File: config.mk
export PLATFORM = sky130hd
export DESIGN_NAME = pc_unit_v2
export DESIGN_NICKNAME = d
export VERILOG_FILES = /design/src/rtl/pc_pkg.sv /design/src/rtl/pc_vec_fetch.sv /design/src/rtl/pc_unit_v2.sv
export SDC_FILE = /design/constraint.sdc
export NUM_CORES = 1
export LEC_CHECK = 0
export BUFFER_PORTS_ARGS = -buffer_cell sky130_fd_sc_hd__buf_2
export CAP_MARGIN = 20
export CORE_MARGIN = 1
export CORE_UTILIZATION = 57
export DETAILED_ROUTE_END_ITERATION = 8
export GPL_TIMING_DRIVEN = 0
export PLACE_DENSITY_LB_ADDON = 0.15
export SKIP_LAST_GASP = 1
export SYNTH_ARGS = -nofsm -noshare
export SYNTH_HDL_FRONTEND = slang
export SYNTH_SLANG_ARGS = --single-unit
File: constraint.sdc
create_clock -name CLK -period 4.2 [get_ports CLK]
set_clock_uncertainty 0.2 [all_clocks]
set_input_delay 0.21 -clock CLK [delete_from_list [all_inputs] [get_ports CLK]]
set_output_delay 0.21 -clock CLK [all_outputs]
set_load 0.05 [all_outputs]
File: src/rtl/pc_pkg.sv
// Shared encodings for the 6502 program-counter unit: PC ops, vector selects,
// fetch-FSM states and default vector addresses.
package pc_pkg;

  typedef enum logic [2:0] {
    PC_HOLD = 3'd0,
    PC_INC  = 3'd1,
    PC_LOAD = 3'd2,
    PC_LDL  = 3'd3,
    PC_LDH  = 3'd4,
    PC_REL  = 3'd5
  } pc_op_e;

  typedef enum logic [1:0] {
    VSEL_RST = 2'd0,
    VSEL_NMI = 2'd1,
    VSEL_IRQ = 2'd2
  } vec_sel_e;

  typedef enum logic [1:0] {
    ST_IDLE   = 2'd0,
    ST_VEC_LO = 2'd1,
    ST_VEC_HI = 2'd2
  } vec_state_e;

  localparam logic [15:0] DEF_NMI_VEC = 16'hFFFA;
  localparam logic [15:0] DEF_RST_VEC = 16'hFFFC;
  localparam logic [15:0] DEF_IRQ_VEC = 16'hFFFE;

endpackage

File: src/rtl/pc_vec_fetch.sv
// Two-cycle vector fetch FSM: reads the low then high vector byte through the
// memory handshake and hands each byte to the PC register as a write strobe.
module pc_vec_fetch
  import pc_pkg::*;
#(
  parameter int          ADDR_W    = 16,
  parameter logic [15:0] NMI_VEC   = DEF_NMI_VEC,
  parameter logic [15:0] RST_VEC   = DEF_RST_VEC,
  parameter logic [15:0] IRQ_VEC   = DEF_IRQ_VEC,
  parameter bit          AUTO_BOOT = 1'b1
) (
  input  logic              CLK,
  input  logic              reset_n,
  input  logic              vec_req,
  input  logic [1:0]        vec_sel,
  input  logic [7:0]        mem_rdata,
  input  logic              mem_ack,
  output logic [ADDR_W-1:0] mem_addr,
  output logic              mem_rd,
  output logic              busy,
  output logic              vec_done,
  output logic              wr_lo,
  output logic              wr_hi,
  output logic [7:0]        wr_data
);

  localparam logic [ADDR_W-1:0] NMI_A = NMI_VEC[ADDR_W-1:0];
  localparam logic [ADDR_W-1:0] RST_A = RST_VEC[ADDR_W-1:0];
  localparam logic [ADDR_W-1:0] IRQ_A = IRQ_VEC[ADDR_W-1:0];

  vec_state_e        state_reg, state_next;
  logic [ADDR_W-1:0] vec_base_reg, vec_base_next;
  logic              vec_done_reg;

  always_comb begin
    state_next    = state_reg;
    vec_base_next = vec_base_reg;
    wr_lo         = 1'b0;
    wr_hi         = 1'b0;
    case (state_reg)
      ST_IDLE: begin
        if (vec_req) begin
          case (vec_sel)
            VSEL_RST: vec_base_next = RST_A;
            VSEL_NMI: vec_base_next = NMI_A;
            default:  vec_base_next = IRQ_A;  // IRQ and the spare code
          endcase
          state_next = ST_VEC_LO;
        end
      end
      ST_VEC_LO: begin
        if (mem_ack) begin
          wr_lo      = 1'b1;
          state_next = ST_VEC_HI;
        end
      end
      ST_VEC_HI: begin
        if (mem_ack) begin
          wr_hi      = 1'b1;
          state_next = ST_IDLE;
        end
      end
      default: state_next = ST_IDLE;
    endcase
  end

  always_ff @(posedge CLK) begin
    if (!reset_n) begin
      state_reg    <= AUTO_BOOT ? ST_VEC_LO : ST_IDLE;
      vec_base_reg <= RST_A;
      vec_done_reg <= 1'b0;
    end else begin
      state_reg    <= state_next;
      vec_base_reg <= vec_base_next;
      vec_done_reg <= (state_reg == ST_VEC_HI) && mem_ack;
    end
  end

  always_comb begin
    case (state_reg)
      ST_VEC_LO: mem_addr = vec_base_reg;
      ST_VEC_HI: mem_addr = vec_base_reg + 1'b1;
      default:   mem_addr = '0;
    endcase
  end

  assign busy     = (state_reg != ST_IDLE);
  assign mem_rd   = busy;
  assign vec_done = vec_done_reg;
  assign wr_data  = mem_rdata;

endmodule

File: src/rtl/pc_unit_v2.sv
// 6502 program counter with increment, absolute/byte-wise load, relative
// branch with page-cross flag, and an embedded vector fetch sequencer.
module pc_unit_v2
  import pc_pkg::*;
#(
  parameter int          ADDR_W    = 16,
  parameter int          OFFS_W    = 8,
  parameter logic [15:0] NMI_VEC   = DEF_NMI_VEC,
  parameter logic [15:0] RST_VEC   = DEF_RST_VEC,
  parameter logic [15:0] IRQ_VEC   = DEF_IRQ_VEC,
  parameter bit          AUTO_BOOT = 1'b1
) (
  input  logic              CLK,
  input  logic              reset_n,
  input  logic [2:0]        op,
  input  logic [ADDR_W-1:0] din,
  input  logic [OFFS_W-1:0] offset,
  input  logic              vec_req,
  input  logic [1:0]        vec_sel,
  input  logic [7:0]        mem_rdata,
  input  logic              mem_ack,
  output logic [ADDR_W-1:0] pc,
  output logic [ADDR_W-1:0] mem_addr,
  output logic              mem_rd,
  output logic              busy,
  output logic              vec_done,
  output logic              page_cross
);

  logic [ADDR_W-1:0] pc_reg, pc_next;
  logic              page_cross_reg, page_cross_next;
  logic              wr_lo, wr_hi;
  logic [7:0]        wr_data;
  logic              fsm_busy;

  logic signed [OFFS_W-1:0] offset_s;
  logic [ADDR_W-1:0]        offset_ext;
  logic [ADDR_W-1:0]        rel_sum;

  pc_vec_fetch #(
    .ADDR_W    (ADDR_W),
    .NMI_VEC   (NMI_VEC),
    .RST_VEC   (RST_VEC),
    .IRQ_VEC   (IRQ_VEC),
    .AUTO_BOOT (AUTO_BOOT)
  ) u_vec_fetch (
    .CLK       (CLK),
    .reset_n   (reset_n),
    .vec_req   (vec_req),
    .vec_sel   (vec_sel),
    .mem_rdata (mem_rdata),
    .mem_ack   (mem_ack),
    .mem_addr  (mem_addr),
    .mem_rd    (mem_rd),
    .busy      (fsm_busy),
    .vec_done  (vec_done),
    .wr_lo     (wr_lo),
    .wr_hi     (wr_hi),
    .wr_data   (wr_data)
  );

  assign offset_s   = offset;
  assign offset_ext = ADDR_W'(offset_s);
  assign rel_sum    = pc_reg + offset_ext;

  // Vector byte writes only happen while busy; ops only in IDLE without vec_req.
  always_comb begin
    pc_next         = pc_reg;
    page_cross_next = 1'b0;
    if (wr_lo) begin
      pc_next[7:0] = wr_data;
    end else if (wr_hi) begin
      pc_next[ADDR_W-1:8] = wr_data[ADDR_W-9:0];
    end else if (!fsm_busy && !vec_req) begin
      case (op)
        PC_INC:  pc_next = pc_reg + 1'b1;
        PC_LOAD: pc_next = din;
        PC_LDL:  pc_next[7:0] = din[7:0];
        PC_LDH:  pc_next[ADDR_W-1:8] = din[ADDR_W-9:0];
        PC_REL: begin
          pc_next         = rel_sum;
          page_cross_next = (rel_sum[ADDR_W-1:8] != pc_reg[ADDR_W-1:8]);
        end
        default: pc_next = pc_reg;
      endcase
    end
  end

  always_ff @(posedge CLK) begin
    if (!reset_n) begin
      pc_reg         <= '0;
      page_cross_reg <= 1'b0;
    end else begin
      pc_reg         <= pc_next;
      page_cross_reg <= page_cross_next;
    end
  end

  assign pc         = pc_reg;
  assign page_cross = page_cross_reg;
  assign busy       = fsm_busy;

endmodule
; Word-level counts from Yosys, hierarchy flattened
; Cells that the tools add are included.
[classes]
add_sub_neg = 3
multipliers = 0
div_mod_pow = 0
n_lt_le_gt_ge = 0
eq_ne = 13
shifts = 0
mux = 15
bitwise_logic = 4
n_reduce_logical = 17
[op_table]
columns = cell, count
row1 = $add 16x1->16 const B, 2
row2 = $pmux 16 s2, 1
row3 = $pmux 8 s4, 1
row4 = $mux 8, 3
row5 = $pmux 8 s3, 1
row6 = $add 16x16->16, 1
row7 = $mux 16, 1
row8 = $reduce_and 3->1, 3
row9 = $ne 8x8->1, 1
row10 = $eq 3x2->1 const B, 2
row11 = $eq 3x3->1 const B, 2
row12 = $mux 2, 3
row13 = $ne 2x2->1 const B, 3
row14 = $pmux 2 s3, 1
row15 = $pmux 3 s2, 1
row16 = $reduce_bool 2->1, 3
row17 = $reduce_bool 5->1, 1
row18 = $reduce_or 5->1, 1
row19 = $eq 2x1->1 const B, 2
row20 = $logic_not 2->1, 2
row21 = $not 1->1, 4
row22 = $reduce_bool 4->1, 1
row23 = $eq 3x1->1 const B, 1
row24 = $mux 1, 3
row25 = 6 further kinds, 8
[totals]
register_bits = 36
latch_bits = 0
mem_bits_rw = 0
romBits = 0
inputBits = 41
out_inout_bits = 36
wordCells = 58
mem_count = 0

; Logic depth before layout (Yosys ltp)
; Gate-level depths: netlist (run 1).
[depth]
depth_word = 6
ltp_mapped = 11
depth_no_buf = 11

; Modules after synthesis
; Synthesis (run 1) repeated with hierarchy kept, for this count alone.
[hier_totals]
hier_cells = 354
hier_area_um2 = 2717.6
[by_module_without_submodules]
columns = module, instances, cells_per_inst, area_each_um2, seq_area_each_um2
row1 = pc_unit_v2, 1, 299, 2249.7, 340.3
row2 = pc_vec_fetch, 1, 55, 467.9, 100.1

; Least setup slack after synthesis (run 1)
; OpenSTA, ideal clock, no wires.
[synth_path]
path_type = reg2reg
from = reg pc_reg[0], in the netlist pc[0]
to = reg page_cross_reg, in the netlist page_cross
setup_ns = 0.125
t_arrival_ns = 2.748
required_time_ns = 3.875
path_slack_ns = 1.127
stages_incl_launch_ff = 12
path_buffers = 0
synth_period_minus_slack_ns = 3.073
path_cell_list = dfxtp_1 ha_1 inv_1 fa_1 nand2b_1 a21oi_1 o211ai_1 and3b_1 xnor3_1 nor4b_2 and4bb_1 a31oi_1
[synth_between]
elab_chain_cells = 2
[synth_lines]
columns = element, line
row1 = start: declaration, pc_unit_v2.sv:30  ; logic [ADDR_W-1:0] pc_reg, pc_next;
row2 = start signal: assignment, pc_unit_v2.sv:94  ; pc_reg <= pc_next;
row3 = $add 16x16->16, pc_unit_v2.sv:64  ; assign rel_sum = pc_reg + offset_ext;
row4 = $ne 8x8->1, pc_unit_v2.sv:82  ; page_cross_next = (rel_sum[ADDR_W-1:8] != pc_reg[ADDR_W-1:8]);
row5 = end signal: assignment, pc_unit_v2.sv:95  ; page_cross_reg <= page_cross_next;
row6 = end: declaration, pc_unit_v2.sv:31  ; logic page_cross_reg, page_cross_next;
; No other way between the ends.
; A chain may end at the register's enable or synchronous reset.

; Worst setup path after layout (run 1)
; Ends and elaborated chain as after synthesis.

==> impl_metrics.py, run 1 <==
metrics = {
    "floorplan": {
        "die_width_um": 70.2,
        "floorplan.io_pins": 77,
        "rows": 24,
        "core_area_sq_um": 4410,
        "fp.dieArea_sq_um": 4930,
        "start_util_pct": 60.1,
        "vertical_die_dimension_um": 70.2,
    },
    "synth": {
        "synth_mux_area_share_pct": 1.13,
        "syn_area_sq_um": 2650,
        "number_of_flops_mapped_to_enable_cells_by_yosys": 0,
        "synth_simple_gate_area_share_pct": 22.7,
        "synthAdderAreaFrac_pct": 11.1,
        "synth_cell_types": 55,
        "synth_compound_gate_area_share_pct": 28.4,
        "synth-seq-cells": 22,
        "synth.area.top_cells": "sky130_fd_sc_hd__dfxtp_1 17%, sky130_fd_sc_hd__ha_1 10%, sky130_fd_sc_hd__a21oi_1 6.4%",
        "synth_top_family_by_area": "compound AO/OA/AOI/OAI gates",
        "syn_area_per_cell_sq_um": 7.50,
        "postSynthCellCount": 354,
        "synth_sequential_area_ratio_pct": 16.6,
        "synth_xor_xnor_area_share_pct": 12.4,
        "yosys_warnings": 0,
        "synth_ff_type": "sky130_fd_sc_hd__dfxtp_1",
        "yosys.area.top_type_share_pct": 16.6,
        "post-synth-top-area-cell": "sky130_fd_sc_hd__dfxtp_1",
        "synth_nets": 418,
        "synthArstFlopShare_pct": 0,
    },
    "final_layout": {
        "n_diodes": 0,
        "post_route_cells_drive_above_1_share_pct": 22.9,
        "layout.nets": 499,
        "syn_to_final_growth_pct": 18.3,
        "largest_register_ffs": 16,
        "postLayoutCoreUtil_pct": 71.1,
        "num-fill-cells": 399,
    },
    "power_and_ir_drop": {
        "clock_power_share_pct": 8.5,
        "ir_drop_uv": 526,
        "netSwitchingFraction_pct": 56.8,
        "intPower_w": 0.000702,
        "static-leakage-power_nw": 1.46,
        "power_w": 0.00163,
        "p_comb_share_pct": 73.2,
        "power_density_nw_per_um2": 518,
        "total_switching_power_w": 0.000924,
        "seq_power_share_pct": 18.3,
    },
    "drt": {
        "met3_wire_len_um": 559,
        "route.detailed.drc": 0,
        "num_vias": 2985,
        "detailroute.wirelength.met2_um": 3740,
        "wl_per_cell_um": 16.3,
        "highest-signal-layer": "met4",
        "drt_first_iter_violations": 408,
        "postRouteAntennaNets": 0,
        "detail_route.wirelength_um": 7920,
        "drtPass1Iterations": 6,
        "met1Wirelength_um": 3470,
        "route.detailed.vias_per_inst": 6.15,
    },
    "setup_path": {
        "r2r_slack_ns": 1.01,
        "critical_path_peak_fanout": 7,
        "criticalPathCategory": "reg2reg",
        "worst_ep_arrival_time_ns": 3.14,
        "worst-endpoint-required_ns": 4.16,
        "critical_path.endpoint_type": "register",
        "setup.worst_path.start_class": "register",
    },
    "clock_tree": {
        "post_cts_resize_count": 0,
        "clock_latency_at_the_later_pin_of_the_worst_skew_pair_ns": 0.27,
        "cts.reportedPaths.clkPinSlew_ns": 0.08,
        "clock-sinks": 22,
        "count_of_buffers_added_by_post_cts_timing_repair_for_setup": 0,
        "root_buffer": "sky130_fd_sc_hd__clkbuf_8",
        "cts_made_buffers": 3,
        "ctsHoldBuffers": 0,
        "ctsLongestPathBuffers": 2,
        "cts_max_level": 1,
        "cts_tree": "built",
    },
    "sta": {
        "max_freq_mhz": 314,
        "slew_at_the_pin_with_the_worst_max_slew_slack_ns": 0.541,
        "rsz0062_at_grt": "no",
        "finalHoldViolations": 0,
        "worst_slew_margin_relative_to_its_limit_pct": 63.9,
        "fin_crit_sh_pct": 75.8,
        "slew_viol_final": 0,
        "setup_total_negative_slack_ns": 0,
        "hold-worst-slack_ns": 0.0149,
        "final.min_clock_period_ns": 3.19,
        "setup_viol_count_final": 0,
    },
    "global_route": {
        "globalRouteOverflowTotal": 0,
        "grt_max_degree": 16,
        "via_count_of_the_first_global_routing_pass": 2697,
        "first_pass_grt_wire_length_um": 12700,
        "grt.total_usage_pct": 32.0,
        "number_of_antenna_violations_at_the_first_check_in_global_routing": 0,
    },
    "placed_design": {
        "gpl.final_weighted_congestion": 0.944,
        "hpwl_um": 6310,
        "port_buffers": 76,
    },
    "flow_run": {
        "cap_violations": 0,
    },
    "run_status": {
        "run_status": "finished clean",
    },
    "min_path": {
        "class_of_the_tightest_hold_or_removal_check": "in2reg",
    },
}
per-stage QoR:
stage,cells,setup WS [ns],cell area [sq um]
2_1_floorplan,354,1.13,2650
3_3_place_gp,482,1.12,3100
3_5_place_dp,482,1.06,3100
4_1_cts,485,1.04,3140
5_1_grt,485,0.911,3140
6_report,485,1.01,3140
per-layer routing:
layer,GRT usage [%],vias up
li1,-,1444
met4,9.56,0
met2,53.7,137
met3,2.45,17
met1,43.6,1387
met5,0,-
kinds of logic after synthesis:
family,count (synthesis)
AO/OA/AOI/OAI,120
XOR/XNOR,31
adder cells (fa/ha/maj),23
buffers and inverters,41
flip-flops,22
multiplexers,3
AND/OR/NAND/NOR,114
placed cells by master, fill, tap and decap left out, types with 3 or more instances in the layout:
cell type	Yosys	final
sky130_fd_sc_hd__inv_1	12	12
sky130_fd_sc_hd__o22ai_1	3	3
sky130_fd_sc_hd__xor2_1	11	11
sky130_fd_sc_hd__ha_1	22	22
sky130_fd_sc_hd__a211oi_1	5	5
sky130_fd_sc_hd__a221oi_1	3	3
sky130_fd_sc_hd__and3_1	7	7
sky130_fd_sc_hd__mux2i_1	3	3
sky130_fd_sc_hd__nor2_1	20	20
sky130_fd_sc_hd__nand2b_1	6	6
sky130_fd_sc_hd__and2_1	4	4
sky130_fd_sc_hd__a31oi_1	6	6
sky130_fd_sc_hd__nand4_1	3	3
sky130_fd_sc_hd__a211o_1	4	4
sky130_fd_sc_hd__nand2_1	28	28
sky130_fd_sc_hd__nor3_1	19	19
sky130_fd_sc_hd__xnor2_1	16	16
sky130_fd_sc_hd__buf_2	0	76
sky130_fd_sc_hd__clkbuf_1	16	16
sky130_fd_sc_hd__a22oi_1	4	4
sky130_fd_sc_hd__xnor3_1	3	3
sky130_fd_sc_hd__nor2b_1	3	3
sky130_fd_sc_hd__o22a_1	3	3
sky130_fd_sc_hd__a21o_1	6	6
sky130_fd_sc_hd__nand3_1	10	10
sky130_fd_sc_hd__nor3b_1	3	3
sky130_fd_sc_hd__clkbuf_8	0	3
sky130_fd_sc_hd__a21oi_1	34	34
sky130_fd_sc_hd__o21ai_0	30	30
sky130_fd_sc_hd__o211ai_1	7	7
sky130_fd_sc_hd__dfxtp_1	22	22
sky130_fd_sc_hd__buf_4	13	13
cell usage after synthesis, types with 2 or more instances:
master                      n
sky130_fd_sc_hd__a211o_1    4
sky130_fd_sc_hd__a211oi_1   5
sky130_fd_sc_hd__a21o_1     6
sky130_fd_sc_hd__a21oi_1   34
sky130_fd_sc_hd__a221oi_1   3
sky130_fd_sc_hd__a22oi_1    4
sky130_fd_sc_hd__a31oi_1    6
sky130_fd_sc_hd__and2_1     4
sky130_fd_sc_hd__and3_1     7
sky130_fd_sc_hd__buf_4     13
sky130_fd_sc_hd__clkbuf_1  16
sky130_fd_sc_hd__dfxtp_1   22
sky130_fd_sc_hd__ha_1      22
sky130_fd_sc_hd__inv_1     12
sky130_fd_sc_hd__mux2i_1    3
sky130_fd_sc_hd__nand2_1   28
sky130_fd_sc_hd__nand2b_1   6
sky130_fd_sc_hd__nand3_1   10
sky130_fd_sc_hd__nand4_1    3
sky130_fd_sc_hd__nor2_1    20
sky130_fd_sc_hd__nor2b_1    3
sky130_fd_sc_hd__nor3_1    19
sky130_fd_sc_hd__nor3b_1    3
sky130_fd_sc_hd__nor4_1     2
sky130_fd_sc_hd__o211ai_1   7
sky130_fd_sc_hd__o21a_1     2
sky130_fd_sc_hd__o21ai_0   30
sky130_fd_sc_hd__o21ai_1    2
sky130_fd_sc_hd__o22a_1     3
sky130_fd_sc_hd__o22ai_1    3
sky130_fd_sc_hd__xnor2_1   16
sky130_fd_sc_hd__xnor3_1    3
sky130_fd_sc_hd__xor2_1    11
final cells by class:
| class | instances | area, sq um | share of cell area (%) |
|---|---|---|---|
| plain buffers | 29 | 158 | 5.02 |
| clock buffers | 3 | 41.3 | 1.31 |
| inverters | 12 | 45.0 | 1.43 |
| multi-input cells | 291 | 2010 | 64.0 |
| flip-flops and latches | 22 | 440 | 14.0 |
| well taps | 52 | 65.1 | 2.07 |
| repair buffers | 76 | 380 | 12.1 |
final timing paths:
kind	end	from	cells past startpoint
worst max-delay path	page_cross$_SDFF_PP0_	pc[0]$_SDFFE_PN0P_	11
worst min-delay path	pc[1]$_SDFFE_PN0P_	mem_rdata[1]	3
worst max register to register	page_cross$_SDFF_PP0_	pc[0]$_SDFFE_PN0P_	11
worst min register to register	u_vec_fetch.vec_base_reg[2]$_SDFFE_PN1P_	u_vec_fetch.vec_base_reg[2]$_SDFFE_PN1P_	2
power by group through the flow:
stage	sequential [W]	combinational (W)	clock, W
after floorplan	0.000372	0.000877	0
after global placement	0.000299	0.00117	0
after detailed placement	0.000301	0.00119	0
after CTS	0.000297	0.00119	0.000135
after global routing	0.000304	0.00127	0.000146
final	0.000298	0.00119	0.000137
critical path: stages (launching register included):
cell                       delay (ns)
sky130_fd_sc_hd__dfxtp_1         0.44
sky130_fd_sc_hd__ha_1            0.23
sky130_fd_sc_hd__inv_1           0.07
sky130_fd_sc_hd__fa_1            0.41
sky130_fd_sc_hd__nand2b_1        0.19
sky130_fd_sc_hd__a21oi_1         0.25
sky130_fd_sc_hd__o211ai_1        0.22
sky130_fd_sc_hd__and3b_1         0.27
sky130_fd_sc_hd__xnor3_1         0.19
sky130_fd_sc_hd__nor4b_2         0.28
sky130_fd_sc_hd__and4bb_1        0.23
sky130_fd_sc_hd__a31oi_1         0.08
Note: power is estimated with default switching activity, not from simulation.
==> run 2, diff against run 1 <==
- CORE_UTILIZATION: 57 -> 48
- clock period: 4.2 -> 2.7 ns (I/O delays scaled with it)
==> run 2 against run 1 <==
  * The run now ends with setup timing left
  * Sequential share of layout area decreased by 0.77 points
  * Non-clock buffer count increased by 19
  * Die area increased by 18%
  * Clock power increased by 64%
  * Final cell count increased by 7.8%
  * Flip-flop and latch count unchanged
  * Via count increased by 2.0%
  * Cell area increased by 11%
==> impl_metrics.py, run 2 (synthesis results as in run 1) <==
metrics = {
    "floorplan": {
        "floorplan.io_pins": 77,
        "die_width_um": 76.4,
        "vertical_die_dimension_um": 76.4,
        "core_area_sq_um": 5200,
        "fp.dieArea_sq_um": 5830,
        "start_util_pct": 51.0,
        "rows": 26,
    },
    "drt": {
        "postRouteAntennaNets": 0,
        "wl_per_cell_um": 16.5,
        "detail_route.wirelength_um": 8650,
        "num_vias": 3045,
        "route.detailed.drc": 0,
        "route.detailed.vias_per_inst": 5.82,
        "drt_first_iter_violations": 326,
        "drtPass1Iterations": 6,
    },
    "final_layout": {
        "layout_commonest_cell": "sky130_fd_sc_hd__buf_2",
        "layout.nets": 518,
        "post_route_cells_drive_above_1_share_pct": 30.2,
        "largest_register_ffs": 16,
        "postLayoutCoreUtil_pct": 66.9,
        "most_frequent_cells_in_the_layout": "76 x sky130_fd_sc_hd__buf_2, 32 x sky130_fd_sc_hd__a21oi_1, 29 x sky130_fd_sc_hd__o21ai_0",
        "n_diodes": 0,
        "syn_to_final_growth_pct": 31.3,
    },
    "setup_path": {
        "worst-endpoint-required_ns": 2.66,
        "worst_ep_arrival_time_ns": 2.70,
        "critical_path.endpoint_type": "register",
        "setup.worst_path.start_class": "register",
        "critical_path_peak_fanout": 3,
        "criticalPathCategory": "reg2reg",
    },
    "placed_design": {
        "port_buffers": 76,
        "gpl.final_weighted_congestion": 0.940,
        "place_ws_ns": -0.265,
        "hpwl_um": 6280,
    },
    "sta": {
        "setup_slack_ns": -0.0396,
        "max_freq_mhz": 365,
        "fin_crit_sh_pct": 101,
        "slew_at_the_pin_with_the_worst_max_slew_slack_ns": 0.602,
        "finalHoldViolations": 0,
        "worst_slew_margin_relative_to_its_limit_pct": 59.9,
        "slew_viol_final": 0,
        "hold-worst-slack_ns": 0.00817,
        "rsz0062_at_grt": "yes",
        "setup_viol_count_final": 1,
        "final.min_clock_period_ns": 2.74,
    },
    "global_route": {
        "grt_max_degree": 16,
        "globalRouteOverflowTotal": 0,
        "number_of_antenna_violations_at_the_first_check_in_global_routing": 0,
        "via_count_of_the_first_global_routing_pass": 2920,
        "first_pass_grt_wire_length_um": 14000,
        "grt.total_usage_pct": 29.5,
    },
    "clock_tree": {
        "root_buffer": "sky130_fd_sc_hd__clkbuf_8",
        "ctsLongestPathBuffers": 2,
        "clock-sinks": 22,
        "cts_made_buffers": 3,
        "clock_latency_at_the_later_pin_of_the_worst_skew_pair_ns": 0.27,
        "cts_max_level": 1,
        "cts_tree": "built",
        "cts.reportedPaths.clkPinSlew_ns": 0.09,
    },
    "min_path": {
        "class_of_the_tightest_hold_or_removal_check": "in2reg",
    },
    "flow_run": {
        "cap_violations": 0,
    },
    "power_and_ir_drop": {
        "power_w": 0.00266,
        "ir_drop_uv": 949,
        "power_density_nw_per_um2": 765,
        "static-leakage-power_nw": 1.57,
    },
    "run_status": {
        "failing_checks": "setup timing",
        "run_status": "finished, violations left",
    },
}
run 2: final cells by class:
| class | instances | area [sq um] |
|---|---|---|
| plain buffers | 28 | 155 |
| inverters | 12 | 45.0 |
| fillers | 478 | 1720 |
| multi-input cells | 291 | 2130 |
| flip-flops and latches | 22 | 462 |
| repair buffers | 96 | 554 |
| well taps | 70 | 87.6 |
| clock buffers | 3 | 41.3 |
| clock inverters | 1 | 3.75 |
run 2: power by group:
group	switching, W	total (W)	internal (W)
registers	0.0000823	0.000467	0.000384
logic	0.00129	0.00197	0.000681
clock network	0.000123	0.000225	0.000102
total	0.00150	0.00266	0.00117
run 2: worst paths after layout:
check | cells past startpoint | startpoint | endpoint | slack (ns)
setup / recovery | 11 | pc[0]$_SDFFE_PN0P_ | page_cross$_SDFF_PP0_ | -0.04
hold / removal | 3 | din[4] | pc[4]$_SDFFE_PN0P_ | 0.008
hold reg to reg | 2 | u_vec_fetch.vec_base_reg[1]$_SDFFE_PN0P_ | u_vec_fetch.vec_base_reg[1]$_SDFFE_PN0P_ | 0.32
setup reg to reg | 11 | pc[0]$_SDFFE_PN0P_ | page_cross$_SDFF_PP0_ | -0.04
run 2: per-stage QoR:
step | cells | TNS, ns | instance area, sq um
3_5_place_dp | 500 | -0.393 | 3150
5_1_grt | 523 | -0.288 | 3480
4_1_cts | 520 | -0.0349 | 3390
2_1_floorplan | 354 | 0 | 2690
6_report | 523 | -0.0396 | 3480
3_3_place_gp | 500 | -0.343 | 3150
run 2: per-layer routing:
layer  up-vias  track usage, %  share of wire [%]
li1       1484               -                  -
met1      1381            38.7                 44
met2       158            48.4                 47
met3        22            3.71                6.8
met4         0            12.9                2.9
met5         -               0                  0
run 2: timing repair:
action                     4_1_cts  5_1_grt
gates resized for setup         10       14
pin swaps                       10       17
buffers inserted                 9        3
setup endpoints to repair        3        6
hold endpoints to repair         6        1
hold buffers                     7        1
run 2: worst max-delay path, cell delays in order (launching register included):
cell and delay (ns):
sky130_fd_sc_hd__dfxtp_4 0.37, sky130_fd_sc_hd__ha_4 0.14, sky130_fd_sc_hd__inv_2 0.04, sky130_fd_sc_hd__fa_2 0.36, sky130_fd_sc_hd__nand2b_4 0.16, sky130_fd_sc_hd__a21oi_4 0.15, sky130_fd_sc_hd__o211ai_1 0.15, sky130_fd_sc_hd__and3b_2 0.27
sky130_fd_sc_hd__xnor3_1 0.19, sky130_fd_sc_hd__nor4b_2 0.29, sky130_fd_sc_hd__and4bb_1 0.23, sky130_fd_sc_hd__a31oi_1 0.08
==> run 3, diff against run 2 <==
- CAP_MARGIN: 20 -> 10
- TNS_END_PERCENT: unset -> 50
==> run 3 against run 2 <==
  * The flow still finishes with violations (setup timing)
  * Flip-flop and latch count is the same
  * Combinational power about the same
  * Maximum frequency down 1.8%
  * Sequential power hardly changed
  * Die area stayed put
  * Final cell count rose by 0.19%
  * Critical path type unchanged
  * Critical endpoint unchanged
  * Largest power group unchanged
  * Highest routed layer unchanged
==> impl_metrics.py, run 3 (synthesis results as in run 1) <==
metrics = {
    "setup_path": {
        "worst-endpoint-required_ns": 2.66,
        "criticalPathCategory": "reg2reg",
        "cpLargestDelayFamily": "simple AND/OR/NAND/NOR gates",
        "slowest_library_cell_on_the_worst_path": "sky130_fd_sc_hd__dfxtp_4",
        "cp_slowest_stage_delay_ns": 0.37,
        "cp.buffers_inverters": 1,
        "setup.worst_path.start_class": "register",
        "critical_path.endpoint_type": "register",
        "critical_path_peak_fanout": 3,
        "r2r_slack_ns": -0.09,
        "crit_chain": "ha_4 -> inv_2 -> fa_2 -> nand2b_4 -> a21oi_4 -> o211ai_1 -> and3b_2 -> xnor3_1 -> nor4b_2 -> and4bb_1 -> a31oi_1",
        "worst_ep_arrival_time_ns": 2.75,
    },
    "final_layout": {
        "most_frequent_cells_in_the_layout": "76 x sky130_fd_sc_hd__buf_2, 33 x sky130_fd_sc_hd__a21oi_1, 30 x sky130_fd_sc_hd__o21ai_0",
        "postLayoutCoreUtil_pct": 66.1,
        "design_area_sq_um": 3440,
        "syn_to_final_growth_pct": 29.7,
        "largest_register_ffs": 16,
        "post_route_cells_drive_above_1_share_pct": 29.3,
        "layout_commonest_cell": "sky130_fd_sc_hd__buf_2",
        "layout.nets": 519,
        "n_diodes": 0,
    },
    "run_status": {
        "failing_checks": "setup timing",
        "run_status": "finished, violations left",
    },
    "global_route": {
        "grt_max_degree": 16,
        "via_count_of_the_first_global_routing_pass": 2920,
        "number_of_antenna_violations_at_the_first_check_in_global_routing": 0,
        "grt.total_usage_pct": 29.5,
        "globalRouteOverflowTotal": 0,
        "first_pass_grt_wire_length_um": 14000,
    },
    "drt": {
        "drtPass1Iterations": 5,
        "detail_route.wirelength_um": 8520,
        "drt_first_iter_violations": 308,
        "postRouteAntennaNets": 0,
        "route.detailed.vias_per_inst": 5.81,
        "wl_per_cell_um": 16.3,
        "route.detailed.drc": 0,
        "num_vias": 3043,
    },
    "sta": {
        "finalHoldViolations": 0,
        "setup_slack_ns": -0.0895,
        "setup_viol_count_final": 1,
        "final.min_clock_period_ns": 2.79,
        "max_freq_mhz": 358,
        "fin_crit_sh_pct": 103,
        "rsz0062_at_grt": "yes",
        "slew_at_the_pin_with_the_worst_max_slew_slack_ns": 0.589,
        "worst_slew_margin_relative_to_its_limit_pct": 60.7,
        "slew_viol_final": 0,
    },
    "power_and_ir_drop": {
        "ir_drop_uv": 949,
        "power_density_nw_per_um2": 768,
        "static-leakage-power_nw": 1.57,
    },
    "clock_tree": {
        "cts_tree": "built",
        "clock-sinks": 22,
        "clock_latency_at_the_later_pin_of_the_worst_skew_pair_ns": 0.27,
        "cts_max_level": 1,
        "cts.reportedPaths.clkPinSlew_ns": 0.09,
        "root_buffer": "sky130_fd_sc_hd__clkbuf_8",
        "cts_made_buffers": 3,
        "ctsLongestPathBuffers": 2,
    },
    "floorplan": {
        "vertical_die_dimension_um": 76.4,
        "start_util_pct": 51.0,
        "core_area_sq_um": 5200,
        "fp.dieArea_sq_um": 5830,
        "die_width_um": 76.4,
        "rows": 26,
        "floorplan.io_pins": 77,
    },
    "placed_design": {
        "gpl.final_weighted_congestion": 0.940,
        "hpwl_um": 6280,
        "place_area_sq_um": 3150,
        "port_buffers": 76,
    },
    "min_path": {
        "class_of_the_tightest_hold_or_removal_check": "in2reg",
    },
    "flow_run": {
        "cap_violations": 0,
    },
}
run 3: cell type report:
type                       count  area (sq um)
sequential                    22           462
buffer                        29           159
inverter                      12          45.0
timing repair buffer          96           551
fill                         486          1760
tap                           70          87.6
clock buffer                   3          41.3
clock inverter                 1          3.75
multi-input combinational    291          2090
run 3: timing repair:
action / 4_1_cts / 5_1_grt
hold buffers: 7 / 1
setup endpoints to repair: 3 / 6
gates resized for setup: 10 / 5
pin swaps: 10 / 11
hold endpoints to repair: 6 / 1
setup buffers: 9 / 3
run 3: stage by stage:
step	instances	worst slack, ns	total power (W)	hold slack (ns)	setup TNS [ns]
floorplan	354	0.00284	0.00195	0.0607	0
global placement	500	-0.247	0.00230	0.209	-0.343
detailed placement	500	-0.265	0.00232	0.210	-0.393
CTS	520	-0.0349	0.00262	0.00148	-0.0349
global route	524	-0.165	0.00280	0.00849	-0.481
finish	524	-0.0895	0.00264	0.0109	-0.0895
run 3: worst register-to-register path: stages, from the launching register on:
cell	delay, ns
sky130_fd_sc_hd__dfxtp_4	0.37
sky130_fd_sc_hd__ha_4	0.14
sky130_fd_sc_hd__inv_2	0.04
sky130_fd_sc_hd__fa_2	0.36
sky130_fd_sc_hd__nand2b_4	0.16
sky130_fd_sc_hd__a21oi_4	0.15
sky130_fd_sc_hd__o211ai_1	0.15
sky130_fd_sc_hd__and3b_2	0.27
sky130_fd_sc_hd__xnor3_1	0.19
sky130_fd_sc_hd__nor4b_2	0.33
sky130_fd_sc_hd__and4bb_1	0.24
sky130_fd_sc_hd__a31oi_1	0.08
run 3: routing by layer:
metal	GRT usage, %	vias to the layer above	wire length [um]
met4	12.9	0	296
met2	48.4	148	3880
li1	-	1487	-
met1	38.7	1378	3760
met3	3.71	30	579
met5	0	-	0
run 3: power by group:
group	internal, W	switching, W	total, W
clock network	0.000102	0.000120	0.000222
logic	0.000675	0.00128	0.00196
registers	0.000384	0.0000820	0.000467
total	0.00116	0.00148	0.00264
run 3: path summary, 6_finish.rpt:
| path | from | endpoint | cells after the start |
|---|---|---|---|
| setup reg to reg | pc[0]$_SDFFE_PN0P_ | page_cross$_SDFF_PP0_ | 11 |
| hold reg to reg | u_vec_fetch.vec_base_reg[1]$_SDFFE_PN0P_ | u_vec_fetch.vec_base_reg[1]$_SDFFE_PN0P_ | 2 |
| hold / removal | mem_rdata[3] | pc[3]$_SDFFE_PN0P_ | 3 |
| setup / recovery | pc[0]$_SDFFE_PN0P_ | page_cross$_SDFF_PP0_ | 11 |
